### config.mk
export PLATFORM = sky130hd
export DESIGN_NAME = spi_regbank_slave_flat
export DESIGN_NICKNAME = d
export VERILOG_FILES = /design/src/rtl/spi_regbank_slave_if.sv /design/src/rtl/spi_regbank_slave.sv /design/src/flat_wrapper.sv
export SDC_FILE = /design/constraint.sdc
export NUM_CORES = 1
export LEC_CHECK = 0
export BUFFER_PORTS_ARGS = -buffer_cell sky130_fd_sc_hd__buf_2
export CAP_MARGIN = 10
export CORE_UTILIZATION = 24
export DETAILED_ROUTE_END_ITERATION = 16
export SYNTH_ARGS = -nofsm -noshare
export SYNTH_HDL_FRONTEND = slang
export SYNTH_SLANG_ARGS = --single-unit
export TNS_END_PERCENT = 20
### constraint.sdc
create_clock -name clk -period 3.4 [get_ports clk]
set_input_delay 0.68 -clock clk [delete_from_list [all_inputs] [get_ports clk]]
set_output_delay 0.68 -clock clk [all_outputs]
set_load 0.01 [all_outputs]
### src/rtl/spi_regbank_slave_if.sv
// SPI pin bundle between an SPI master and spi_regbank_slave.
// Pin names follow the slave's point of view: _i enters the slave, _o leaves it.
interface spi_regbank_slave_if;
  logic sclk_i;
  logic mosi_i;
  logic cs_n_i;
  logic miso_o;
  logic miso_oe_o;

  modport slave  (input  sclk_i, mosi_i, cs_n_i, output miso_o, miso_oe_o);
  modport master (output sclk_i, mosi_i, cs_n_i, input  miso_o, miso_oe_o);
endinterface

### src/rtl/spi_regbank_slave.sv
// SPI mode-0 slave, oversampled in clk, exposing a bank of 8-bit registers (reg 0 = read-only ID).
// Latency: a pin edge reaches the internal edge pulse 3 clk later; writes land on that edge, with no backpressure.
module spi_regbank_slave #(
  parameter int         NUM_REGS = 8,
  parameter logic [7:0] ID_VALUE = 8'h96
) (
  input  logic                    clk,
  input  logic                    rst_n,
  spi_regbank_slave_if.slave      spi,
  output logic [8*NUM_REGS-1:0]   regs_o,
  output logic                    wr_strobe_o,
  output logic [6:0]              wr_addr_o
);

  localparam int AW = $clog2(NUM_REGS);

  typedef enum logic [1:0] {S_IDLE, S_CMD, S_WDATA, S_RDATA} state_t;

  state_t                  r_state;
  state_t                  w_state_nxt;
  logic                    r_sclk_s1, r_sclk_s2, r_sclk_d;
  logic                    r_mosi_s1, r_mosi_s2;
  logic                    r_cs_s1, r_cs_s2, r_cs_d;
  logic [2:0]              r_bit_cnt;
  logic [7:0]              r_shift_in;
  logic [7:0]              r_rd_shift;
  logic [6:0]              r_addr;
  logic [8*NUM_REGS-1:0]   r_bank;
  logic                    r_wr_strobe;
  logic [6:0]              r_wr_addr;

  logic                    w_sclk_rise, w_sclk_fall, w_cs_fall;
  logic                    w_active, w_last, w_wr_ok;
  logic [7:0]              w_byte;
  logic [6:0]              w_addr_nxt;
  logic [AW-1:0]           w_wr_idx;

  function automatic logic f_in_range(input logic [6:0] a);
    return ({1'b0, a} < 8'(NUM_REGS));
  endfunction

  function automatic logic [7:0] f_rd(input logic [6:0] a, input logic [8*NUM_REGS-1:0] bank);
    logic [AW-1:0] idx;
    idx = a[AW-1:0];
    return f_in_range(a) ? bank[{idx, 3'b000} +: 8] : 8'h00;
  endfunction

  function automatic logic [6:0] f_adv(input logic [6:0] a);
    return (a == 7'(NUM_REGS - 1)) ? 7'd0 : a + 7'd1;
  endfunction

  always_ff @(posedge clk or negedge rst_n) begin
    if (!rst_n) begin
      r_sclk_s1 <= 1'b0;
      r_sclk_s2 <= 1'b0;
      r_sclk_d  <= 1'b0;
      r_mosi_s1 <= 1'b0;
      r_mosi_s2 <= 1'b0;
      r_cs_s1   <= 1'b1;
      r_cs_s2   <= 1'b1;
      r_cs_d    <= 1'b1;
    end else begin
      r_sclk_s1 <= spi.sclk_i;
      r_sclk_s2 <= r_sclk_s1;
      r_sclk_d  <= r_sclk_s2;
      r_mosi_s1 <= spi.mosi_i;
      r_mosi_s2 <= r_mosi_s1;
      r_cs_s1   <= spi.cs_n_i;
      r_cs_s2   <= r_cs_s1;
      r_cs_d    <= r_cs_s2;
    end
  end

  assign w_sclk_rise = r_sclk_s2 & ~r_sclk_d;
  assign w_sclk_fall = ~r_sclk_s2 & r_sclk_d;
  assign w_cs_fall   = ~r_cs_s2 & r_cs_d;
  assign w_active    = ~r_cs_s2 && (r_state != S_IDLE);
  assign w_byte      = {r_shift_in[6:0], r_mosi_s2};
  assign w_last      = w_active && w_sclk_rise && (r_bit_cnt == 3'd7);
  assign w_addr_nxt  = f_adv(r_addr);
  assign w_wr_idx    = r_addr[AW-1:0];
  assign w_wr_ok     = w_last && (r_state == S_WDATA) && (r_addr != 7'd0) && f_in_range(r_addr);

  always_ff @(posedge clk or negedge rst_n) begin
    if (!rst_n) r_state <= S_IDLE;
    else        r_state <= w_state_nxt;
  end

  always_comb begin
    w_state_nxt = r_state;
    if (r_cs_s2) begin
      w_state_nxt = S_IDLE;
    end else begin
      case (r_state)
        S_IDLE:  if (w_cs_fall) w_state_nxt = S_CMD;
        S_CMD:   if (w_last)    w_state_nxt = w_byte[7] ? S_RDATA : S_WDATA;
        default: ;
      endcase
    end
  end

  always_ff @(posedge clk or negedge rst_n) begin
    if (!rst_n) begin
      r_bit_cnt   <= 3'd0;
      r_shift_in  <= 8'h00;
      r_rd_shift  <= 8'h00;
      r_addr      <= 7'd0;
      r_bank      <= {{(8*(NUM_REGS-1)){1'b0}}, ID_VALUE};
      r_wr_strobe <= 1'b0;
      r_wr_addr   <= 7'd0;
    end else begin
      r_wr_strobe <= 1'b0;
      if (!w_active) begin
        r_bit_cnt  <= 3'd0;
        r_shift_in <= 8'h00;
        r_rd_shift <= 8'h00;
      end else begin
        if (w_sclk_rise) begin
          r_shift_in <= w_byte;
          r_bit_cnt  <= r_bit_cnt + 3'd1;
        end
        // The fall right after a reload would discard the freshly loaded MSB before the master samples it.
        if (w_sclk_fall && (r_state == S_RDATA) && (r_bit_cnt != 3'd0))
          r_rd_shift <= {r_rd_shift[6:0], 1'b0};
        if (w_last) begin
          case (r_state)
            S_CMD: begin
              r_addr <= w_byte[6:0];
              if (w_byte[7]) r_rd_shift <= f_rd(w_byte[6:0], r_bank);
            end
            S_WDATA: begin
              r_addr <= w_addr_nxt;
              if (w_wr_ok) begin
                r_bank[{w_wr_idx, 3'b000} +: 8] <= w_byte;
                r_wr_strobe                     <= 1'b1;
                r_wr_addr                       <= r_addr;
              end
            end
            S_RDATA: begin
              r_addr     <= w_addr_nxt;
              r_rd_shift <= f_rd(w_addr_nxt, r_bank);
            end
            default: ;
          endcase
        end
      end
    end
  end

  assign spi.miso_o    = (r_state == S_RDATA) & r_rd_shift[7];
  assign spi.miso_oe_o = ~r_cs_s2;
  assign regs_o        = r_bank;
  assign wr_strobe_o   = r_wr_strobe;
  assign wr_addr_o     = r_wr_addr;

endmodule

### src/flat_wrapper.sv
// flat-port wrapper written by rule: the top's interface ports become plain ports
module spi_regbank_slave_flat 
#(
  parameter int         NUM_REGS = 8,
  parameter logic [7:0] ID_VALUE = 8'h96
)
  (clk, rst_n, regs_o, wr_strobe_o, wr_addr_o, spi_sclk_i, spi_mosi_i, spi_cs_n_i, spi_miso_o, spi_miso_oe_o);
  spi_regbank_slave_if spi_i ();
  input  logic clk;
  input  logic rst_n;
  output logic [8*NUM_REGS-1:0] regs_o;
  output logic wr_strobe_o;
  output logic [6:0] wr_addr_o;
  input wire logic [$bits(spi_i.sclk_i)-1:0] spi_sclk_i;
  input wire logic [$bits(spi_i.mosi_i)-1:0] spi_mosi_i;
  input wire logic [$bits(spi_i.cs_n_i)-1:0] spi_cs_n_i;
  output wire logic [$bits(spi_i.miso_o)-1:0] spi_miso_o;
  output wire logic [$bits(spi_i.miso_oe_o)-1:0] spi_miso_oe_o;
  assign spi_i.sclk_i = spi_sclk_i;
  assign spi_i.mosi_i = spi_mosi_i;
  assign spi_i.cs_n_i = spi_cs_n_i;
  assign spi_miso_o = spi_i.miso_o;
  assign spi_miso_oe_o = spi_i.miso_oe_o;
  spi_regbank_slave #(.NUM_REGS(NUM_REGS), .ID_VALUE(ID_VALUE)) u_core (.clk(clk), .rst_n(rst_n), .spi(spi_i), .regs_o(regs_o), .wr_strobe_o(wr_strobe_o), .wr_addr_o(wr_addr_o));
endmodule
==> results of run 1 <==
[layer usage]
layer  vias up  wire length (µm)  GRT usage (%)
met4         0               427           4.97
met5         -                 0              0
met2       228              8810           23.0
li1       2338                 -              -
met1      2577              9000           22.5
met3        26              1360           3.80
[cell families (layout without fill, tap and decap cells)]
kind of cell | Yosys count | after routing | share of synthesized area, %
multiplexers | 81 | 81 | 18.6
AND/OR/NAND/NOR | 188 | 188 | 15.4
buffers and inverters | 58 | 127 | 4.04
adder cells (fa/ha/maj) | 6 | 6 | 1.24
AO/OA/AOI/OAI | 156 | 156 | 16.1
XOR/XNOR | 1 | 1 | 0.145
flip-flops | 107 | 107 | 44.4
[through the flow]
stage	hold WS (ns)	utilization, %	setup WS, ns
3_5_place_dp	0.338	27.8	0.685
3_3_place_gp	0.334	27.8	0.797
2_1_floorplan	0.331	-	0.765
5_1_grt	0.362	29.1	0.525
6_report	0.354	29.1	0.638
4_1_cts	0.355	29.1	0.668
[cells in the final DEF, fill, tap and decap left out, drive strengths merged, types with 7 or more instances in the layout]
cell type    n
mux4        20
nor2b       15
dfstp        7
nor2        25
nor3         9
clkbuf      12
dfrtp      100
nand2       88
o21ai       51
mux2        48
and3        10
mux2i       13
buf        100
o22ai        9
inv         13
a211oi       8
nand3       14
a21oi       40
[power breakdown]
group          internal (µW)  switching (µW)
Clock                    618             503
Sequential              1280            10.4
Combinational           19.4            45.9
Total                   1920             559
[worst max path at each step]
stage	end	slack [ns]	depth (start not counted)
after detailed placement	u_core.regs_o[27]$_DFFE_PN0P_	0.68	6
after global placement	u_core.regs_o[27]$_DFFE_PN0P_	0.80	6
after floorplan	u_core.regs_o[27]$_DFFE_PN0P_	0.76	9
after CTS	u_core.regs_o[27]$_DFFE_PN0P_	0.67	6
after global routing	u_core.regs_o[27]$_DFFE_PN0P_	0.53	6
final	u_core.regs_o[27]$_DFFE_PN0P_	0.64	6
[synth_stat cells (5+ instances only)]
| cell type | count |
|---|---|
| nor3_1 | 8 |
| o21ai_1 | 6 |
| dfstp_2 | 7 |
| dfrtp_1 | 100 |
| a221oi_1 | 6 |
| a31oi_1 | 6 |
| nand2_1 | 88 |
| and3_1 | 10 |
| mux4_2 | 20 |
| o21ai_0 | 45 |
| mux2i_1 | 13 |
| o221ai_1 | 5 |
| a211oi_1 | 8 |
| o211ai_1 | 6 |
| ha_1 | 6 |
| nand3_1 | 14 |
| inv_1 | 10 |
| nor2b_1 | 15 |
| mux2_2 | 47 |
| buf_2 | 15 |
| a2111oi_0 | 5 |
| clkbuf_1 | 27 |
| nor2_1 | 25 |
| a21oi_1 | 40 |
| o22ai_1 | 9 |
[registers in the layout, indices dropped and copies added (netlist names)]
signal and flops:
u_core.r_addr 7, u_core.r_bit_cnt 3, u_core.r_cs_d 1, u_core.r_cs_s1 1, u_core.r_cs_s2 1, u_core.r_mosi_s1 1, u_core.r_mosi_s2 1, u_core.r_rd_shift 8
u_core.r_sclk_d 1, u_core.r_sclk_s1 1, u_core.r_sclk_s2 1, u_core.r_shift_in 7, u_core.r_state 2, u_core.regs_o 64, u_core.wr_addr_o 7, u_core.wr_strobe_o 1
[cell type report]
cell class                      count  share of cell area [%]
Clock buffer                       12                    3.60
Clock inverter                      4                   0.772
Inverter                           11                   0.579
Multi-Input combinational cell    432                    43.7
Sequential cell                   107                    37.7
Tap cell                          324                    5.69
Timing Repair Buffer              100                    8.00
==> flow_metrics.py, run 1 <==
metrics = {
    "drt": {
        "avgRoutedWirePerCell_um": 19.8,
        "dr.pass1.iters": 5,
        "ant_nets": 0,
        "via_per_inst": 5.22,
        "drc_errors": 0,
        "drt-initial-drc-count": 432,
        "wl_mm": 19.6,
        "vias": 5169,
    },
    "sta": {
        "rsz0062_at_grt": "no",
        "fin_skew_ns": 0.0154,
        "fmax_ghz": 0.362,
        "finalSetupViolations": 0,
        "tightestPinTransition_ns": 0.820,
        "drv_slew": 0,
        "finalHoldViolations": 0,
        "fin_crit_sh_pct": 81.2,
        "layout_min_cycle_time_ns": 2.76,
        "relSlewSlack_pct": 45.2,
        "fin_setup_tns_ns": 0,
    },
    "clock_network": {
        "clk_latency_ns": 0.36,
        "numClockSinks": 107,
        "clk_path_buf_depth": 2,
        "clk_pin_slew_ns": 0.07,
        "cts_setup_buffers": 0,
        "cts-resized-gates": 0,
        "cts-htree-levels": 3,
        "cts_root_buf": "clkbuf_16",
        "cts_hold_buf": 0,
        "tritoncts": "done",
        "cts_buffers": 9,
    },
    "synthesis": {
        "syn-num-nets": 608,
        "yosys_warnings": 0,
        "synth_ff_type": "dfrtp_1",
        "yosysSeqAreaShare_pct": 44.4,
        "synth_area_leaders": "dfrtp_1, mux2_2, mux4_2",
        "syn_area_mm2": 0.00604,
        "postSynthCellCount": 597,
        "synth.largest_area_cell": "dfrtp_1",
        "syn_area_per_cell_um2": 10.1,
        "synth_edf_count": 0,
        "ys_ff_latch": 107,
        "synth_top_cell_area_share_pct": 41.4,
        "async_flop_share_pct": 100,
        "yosysUniqueCellTypes": 57,
    },
    "finish": {
        "seq_area_mm2": 0.00269,
        "post-route-cell-area_mm2": 0.00713,
        "antenna_cells": 0,
        "nNetsFinal": 672,
        "final_cells": 990,
        "multi_input_area_mm2": 0.00311,
        "drive_gt1_share_pct": 30.0,
        "areaGrowthSynthToFinish_pct": 18.0,
        "fillCellCount": 2594,
    },
    "critical_path": {
        "r2r_start": "u_core.r_addr[1]$_DFFE_PN0P_",
        "ff2ff_path_depth": 6,
        "slowest_stage": "or4b_1",
        "crit_family": "simple AND/OR/NAND/NOR gates",
        "cpMostUsedCell": "ha_1",
        "ff2ff_setup_slack_ns": 0.64,
        "r2r-end": "u_core.regs_o[27]$_DFFE_PN0P_",
        "crit_start": "u_core.r_addr[1]$_DFFE_PN0P_",
        "criticalPathCategory": "reg -> reg",
        "slowest_delay_ns": 0.77,
        "crit_fanout": 15,
        "crit_chain": "inv_1 > ha_1 > ha_1 > nor2b_1 > or4b_1 > mux2_4",
        "crit_arrival_ns": 3.01,
        "required_ns": 3.65,
        "worst_setup_path_start_kind": "flip-flop",
        "critPathCaptureType": "flip-flop",
        "critPathBufInv": 1,
    },
    "floorplanning": {
        "core-area_mm2": 0.0245,
        "dieArea_mm2": 0.0258,
        "chipHeight_um": 161,
        "initial_utilization_pct": 24.6,
        "row_count": 57,
        "die_w_um": 161,
        "io_pins": 79,
    },
    "global_routing": {
        "grt_pass1_vias": 4922,
        "grt_pass1_wl_mm": 30.7,
        "antenna_found_initial": 0,
        "grt_util_all_layers_pct": 15.7,
        "grt_max_degree": 53,
        "grt-ovfl-total": 0,
    },
    "worst_hold_path": {
        "hp-class": "in -> async",
    },
    "placed_design": {
        "finalWeightedCongestion": 0.854,
        "dpl-instance-area_mm2": 0.00682,
        "io_buffers": 78,
        "dp.final_hpwl_mm": 13.6,
        "dp_cells": 974,
    },
    "pwr": {
        "powerDensity_mw_per_mm2": 347,
        "ir_drop_uv": 211,
        "design_power_total_uw": 2480,
        "p_leak_uw": 0.00311,
    },
    "run_status": {
        "status": "complete, no violations",
    },
    "run": {
        "drv_cap": 0,
    },
}
Note: power is estimated with default switching activity, not from simulation.
==> run 2: changes to the inputs <==
Clock period 3.4 ns to 2.8 ns, I/O delays scaled along.
==> run 2 against run 1 <==
- clock-buffer cell count is 2 lower
- register-to-register slack got worse by 0.31 ns
- die area is the same
- core utilization up 0.34 points
- global-route usage up 0.18 points
- routed wire length is 2.1% higher
- flip-flop and latch count unchanged
- clock power up 16%
- cell area grew 1.2%
- first-iteration DRC count grew 5.6%
- largest cell class unchanged
==> flow_metrics.py, run 2 (synthesis results as in run 1) <==
metrics = {
    "placed_design": {
        "io_buffers": 78,
        "finalWeightedCongestion": 0.864,
        "dp.final_hpwl_mm": 14.2,
    },
    "floorplanning": {
        "chipHeight_um": 161,
        "die_w_um": 161,
        "row_count": 57,
        "core-area_mm2": 0.0245,
        "dieArea_mm2": 0.0258,
        "io_pins": 79,
        "initial_utilization_pct": 24.6,
    },
    "critical_path": {
        "critPathCaptureType": "flip-flop",
        "crit_arrival_ns": 2.72,
        "required_ns": 3.05,
        "criticalPathCategory": "reg -> reg",
        "worst_setup_path_start_kind": "flip-flop",
        "crit_fanout": 14,
    },
    "finish": {
        "layout_commonest_cell": "dfrtp_1",
        "nNetsFinal": 684,
        "fillCellCount": 2600,
        "largest_reg_flops": 64,
        "seq_area_mm2": 0.00269,
        "multi_input_area_mm2": 0.00311,
        "layout_common_cells": "dfrtp_1, nand2_1, buf_2",
        "antenna_cells": 0,
        "drive_gt1_share_pct": 31.3,
        "areaGrowthSynthToFinish_pct": 19.4,
    },
    "global_routing": {
        "grt_util_all_layers_pct": 15.9,
        "grt_pass1_wl_mm": 31.1,
        "antenna_found_initial": 0,
        "grt-ovfl-total": 0,
        "grtUsageMet3_pct": 3.15,
        "gr-usage-met1_pct": 22.8,
        "grt_busiest_layer": "met2",
        "use_met2_pct": 23.5,
        "grt_max_degree": 67,
        "grt_pass1_vias": 4984,
    },
    "sta": {
        "fin_crit_sh_pct": 88.4,
        "finalHoldViolations": 0,
        "relSlewSlack_pct": 47.4,
        "fmax_ghz": 0.404,
        "finalSetupViolations": 0,
        "fin_setup_tns_ns": 0,
        "tightestPinTransition_ns": 0.786,
        "fin_skew_ns": 0.0148,
        "layout_min_cycle_time_ns": 2.47,
        "drv_slew": 0,
        "rsz0062_at_grt": "no",
    },
    "clock_network": {
        "cts_buffers": 9,
        "cts-resized-gates": 0,
        "tritoncts": "done",
        "clk_pin_slew_ns": 0.08,
        "clk_latency_ns": 0.37,
        "cts-htree-levels": 3,
        "cts_hold_buf": 0,
        "cts_setup_buffers": 0,
        "numClockSinks": 107,
        "clk_path_buf_depth": 2,
        "cts_root_buf": "clkbuf_16",
    },
    "pwr": {
        "p_leak_uw": 0.00317,
        "design_power_total_uw": 2950,
        "ir_drop_uv": 305,
        "powerDensity_mw_per_mm2": 408,
    },
    "drt": {
        "wl_mm": 20.0,
        "ant_nets": 0,
        "vias": 5157,
        "dr.pass1.iters": 5,
        "drc_errors": 0,
        "drt-initial-drc-count": 456,
        "via_per_inst": 5.15,
        "avgRoutedWirePerCell_um": 20.0,
    },
    "run_status": {
        "status": "complete, no violations",
    },
    "run": {
        "drv_cap": 0,
    },
    "worst_hold_path": {
        "hp-class": "in -> async",
    },
}
==> run 2: worst max-delay path, stage by stage (launching register included) <==
cell and delay (ns):
dfrtp_1 0.42, inv_1 0.09, ha_1 0.20, ha_1 0.42, nor2b_1 0.33, or4b_1 0.53
buf_4 0.22, nand2_1 0.07, o21ai_0 0.07
==> run 2: layer usage <==
| layer | share of wire, % | wire (µm) | vias to the layer above |
|---|---|---|---|
| li1 | - | - | 2364 |
| met1 | 47 | 9310 | 2580 |
| met2 | 45 | 8960 | 185 |
| met3 | 6.2 | 1230 | 28 |
| met4 | 2.5 | 509 | 0 |
| met5 | 0 | 0 | - |
==> run 2: worst paths after layout <==
path / start / cells past startpoint / slack, ns / to
max: u_core.r_addr[1]$_DFFE_PN0P_ / 8 / 0.33 / u_core.regs_o[24]$_DFFE_PN0P_
min: rst_n / 1 / 0.09 / u_core.regs_o[42]$_DFFE_PN0P_
max reg2reg: u_core.r_addr[1]$_DFFE_PN0P_ / 8 / 0.33 / u_core.regs_o[24]$_DFFE_PN0P_
min reg2reg: u_core.r_mosi_s1$_DFF_PN0_ / 0 / 0.35 / u_core.r_mosi_s2$_DFF_PN0_
max in group asynchronous: rst_n / 2 / 1.96 / u_core.r_cs_s2$_DFF_PN1_
min in group clk: spi_mosi_i / 1 / 0.30 / u_core.r_mosi_s1$_DFF_PN0_
==> run 2: area by class of cell <==
| cell class | count | area share, % |
|---|---|---|
| Clock buffer | 10 | 3.17 |
| Clock inverter | 6 | 0.884 |
| Inverter | 11 | 0.572 |
| Multi-Input combinational cell | 432 | 43.2 |
| Sequential cell | 107 | 37.3 |
| Tap cell | 324 | 5.62 |
| Timing Repair Buffer | 112 | 9.33 |
==> run 2: per-stage QoR <==
stage	cells	worst slack (ns)	utilization, %	instance area [µm²]	hold slack (ns)
after floorplan	597	0.165	-	6040	0.264
after global placement	986	0.448	28.2	6920	0.333
after detailed placement	986	0.360	28.2	6920	0.337
after CTS	1002	0.341	29.4	7210	0.0984
after global routing	1002	0.157	29.4	7210	0.110
final	1002	0.326	29.4	7210	0.0928
==> run 2: report_power, final <==
part           internal (µW)  leakage, µW  total (µW)  switching, µW
combinational           24.1      0.00157        85.3           61.3
sequential              1550      0.00146        1560           7.49
clock                    695     0.000139        1300            606
==> run 3: changes to the inputs <==
Settings changed: ABC_AREA from default to 1, SKIP_LAST_GASP from default to 1.
Clock period 2.8 ns to 2.7 ns, I/O delays scaled along.
==> run 3 against run 2 <==
- register-to-register slack better by 0.05 ns
- non-clock buffer count decreased by 12
- synthesized area shrank 1.6%
- global-route usage rose by 1.2 points
- via count grew 13%
- setup slack improved by 0.048 ns
- sequential power rose by 4%
- clock-buffer cell count up 2
- critical path type unchanged
- critical endpoint is now u_core.regs_o[57]$_DFFE_PN0P_
==> flow_metrics.py, run 3 <==
metrics = {
    "synthesis": {
        "yosysSeqAreaShare_pct": 45.2,
        "synth_top_family_by_area": "simple AND/OR/NAND/NOR gates",
        "synth_xor_area_share_pct": 0.147,
        "synth_ff_type": "dfrtp_1",
        "synthMuxAreaShare_pct": 0.189,
        "synth_area_leaders": "dfrtp_1, nand2_1, nand3_1",
        "synthSimpleGateAreaFrac_pct": 26.7,
        "postSynthCellCount": 783,
        "synth_edf_count": 0,
        "synth_fa_ha_area_share_pct": 1.26,
        "yosys_warnings": 0,
        "async_flop_share_pct": 100,
        "syn-num-nets": 794,
        "yosysUniqueCellTypes": 37,
        "syn_area_per_cell_um2": 7.60,
        "synth.largest_area_cell": "dfrtp_1",
        "yosysMostFrequentCell": "nand2_1",
        "syn_area_mm2": 0.00595,
        "ys_ff_latch": 107,
        "synth_compound_area_share_pct": 17.5,
        "synth_common_cells": "nand2_1, nand3_1, dfrtp_1",
        "synth_top_cell_area_share_pct": 42.1,
    },
    "critical_path": {
        "slowest_stage": "dfrtp_1",
        "crit_family": "simple AND/OR/NAND/NOR gates",
        "r2r_start": "u_core.r_state[1]$_DFFE_PN0P_",
        "slowest_delay_ns": 0.60,
        "crit_fanout": 14,
        "worst_setup_path_start_kind": "flip-flop",
        "crit_arrival_ns": 2.57,
        "critPathCaptureType": "flip-flop",
        "required_ns": 2.95,
        "ff2ff_path_depth": 10,
        "ff2ff_setup_slack_ns": 0.37,
        "r2r-end": "u_core.regs_o[57]$_DFFE_PN0P_",
        "crit_chain": "inv_2 > a211oi_1 > and3_1 > nand2_2 > clkinv_2 > nand3_2 > inv_2 > nand2_2 > nand2_1 > o21ai_1",
        "criticalPathCategory": "reg -> reg",
        "critPathBufInv": 3,
    },
    "placed_design": {
        "dp.final_hpwl_mm": 16.1,
        "io_buffers": 78,
        "finalWeightedCongestion": 0.928,
        "dp_cells": 1164,
        "dpl-instance-area_mm2": 0.00670,
    },
    "drt": {
        "wl_mm": 21.5,
        "drc_errors": 0,
        "dr.pass1.iters": 5,
        "avgRoutedWirePerCell_um": 18.2,
        "drt-initial-drc-count": 420,
        "top_layer_used": "met4",
        "ant_nets": 0,
        "vias": 5810,
        "via_per_inst": 4.92,
        "wl_met1_mm": 9.65,
        "wl_met3_mm": 1.38,
        "wl_met2_mm": 9.98,
    },
    "sta": {
        "finalHoldViolations": 0,
        "rsz0062_at_grt": "no",
        "fmax_ghz": 0.430,
        "fin_crit_sh_pct": 86.2,
        "tightestPinTransition_ns": 0.702,
        "layout_min_cycle_time_ns": 2.33,
        "relSlewSlack_pct": 53.2,
        "hold_slack_ns": 0.0841,
        "fin_skew_ns": 0.00715,
        "fin_setup_tns_ns": 0,
        "drv_slew": 0,
        "finalSetupViolations": 0,
    },
    "pwr": {
        "intPower_uw": 2500,
        "ir_drop_uv": 287,
        "sw_frac_of_total_pct": 24.4,
        "powerDensity_mw_per_mm2": 470,
        "seqPwrFrac_pct": 49.4,
        "pwr-share-clk_pct": 43.1,
        "switching_power_uw": 805,
        "p_leak_uw": 0.00324,
        "pwr-share-comb_pct": 7.5,
    },
    "floorplanning": {
        "core-area_mm2": 0.0243,
        "initial_utilization_pct": 24.5,
        "row_count": 57,
        "die_w_um": 159,
        "io_pins": 79,
        "dieArea_mm2": 0.0254,
        "chipHeight_um": 159,
    },
    "clock_network": {
        "tritoncts": "done",
        "cts_setup_buffers": 0,
        "clk_path_buf_depth": 2,
        "cts-resized-gates": 0,
        "cts_hold_buf": 0,
        "cts_buffers": 9,
        "cts-htree-levels": 3,
        "cts_root_buf": "clkbuf_16",
        "clk_pin_slew_ns": 0.07,
        "clk_latency_ns": 0.36,
        "numClockSinks": 107,
    },
    "finish": {
        "antenna_cells": 0,
        "areaGrowthSynthToFinish_pct": 18.1,
        "fillCellCount": 2633,
        "post-route-cell-area_mm2": 0.00702,
        "final_cells": 1180,
        "nNetsFinal": 862,
        "largest_reg_flops": 64,
        "drive_gt1_share_pct": 16.8,
        "layout_commonest_cell": "nand2_1",
        "layout_common_cells": "nand2_1, nand3_1, dfrtp_1",
    },
    "run": {
        "drv_cap": 0,
    },
    "global_routing": {
        "grt_pass1_wl_mm": 32.7,
        "antenna_found_initial": 0,
        "grt-ovfl-total": 0,
        "grt_max_degree": 57,
        "grt_util_all_layers_pct": 17.1,
        "grt_pass1_vias": 5433,
    },
    "worst_hold_path": {
        "hp-class": "in -> async",
    },
    "run_status": {
        "status": "complete, no violations",
    },
}
-- run 3: worst max-delay path by stage --
stage / startpoint / to / slack [ns] / cells after the start
floorplan: u_core.r_addr[0]$_DFFE_PN0P_ / u_core.regs_o[32]$_DFFE_PN0P_ / 0.20 / 12
detailed placement: u_core.r_state[1]$_DFFE_PN0P_ / u_core.regs_o[63]$_DFFE_PN0P_ / 0.43 / 10
global placement: u_core.r_state[1]$_DFFE_PN0P_ / u_core.regs_o[63]$_DFFE_PN0P_ / 0.40 / 10
finish: u_core.r_state[1]$_DFFE_PN0P_ / u_core.regs_o[57]$_DFFE_PN0P_ / 0.37 / 10
CTS: u_core.r_state[1]$_DFFE_PN0P_ / u_core.regs_o[63]$_DFFE_PN0P_ / 0.40 / 10
global route: u_core.r_state[1]$_DFFE_PN0P_ / u_core.regs_o[63]$_DFFE_PN0P_ / 0.19 / 10
-- run 3: cells by family after synthesis --
| logic type | count (synthesis) |
|---|---|
| xor gates and xnor gates | 1 |
| muxes | 1 |
| and+or+nand+nor | 352 |
| adders and majority gates | 6 |
| buffers and inverters | 123 |
| AOI/OAI and AO/OA | 193 |
| DFF | 107 |
-- run 3: stage by stage --
stage               setup WS (ns)  total power, µW  utilization (%)
global placement            0.405             1910             27.6
global route                0.193             3440             28.9
finish                      0.374             3300             28.9
CTS                         0.405             3330             28.9
detailed placement          0.427             1910             27.6
floorplan                   0.204             1810                -
-- run 3: final cells by class --
class                      instances  area, µm²  share of cell area [%]
multi-input combinational        553       2730                    38.8
sequential                       107       2690                    38.2
timing repair buffer             100        583                    8.30
tap                              324        405                    5.77
inverter                          80        302                    4.29
clock buffer                      12        267                    3.79
clock inverter                     4       56.3                   0.802
-- run 3: power by group through the flow --
stage | Clock [µW] | Sequential, µW | Combinational, µW
after floorplan | 0 | 1660 | 154
after global placement | 0 | 1660 | 248
after detailed placement | 0 | 1660 | 249
after CTS | 1450 | 1630 | 250
after global routing | 1530 | 1630 | 281
final | 1420 | 1630 | 247
-- run 3: per-layer routing --
metal	up-vias	global-route usage (%)
li1	2776	-
met1	2800	24.0
met2	209	26.4
met3	25	2.87
met4	0	5.94
met5	-	0
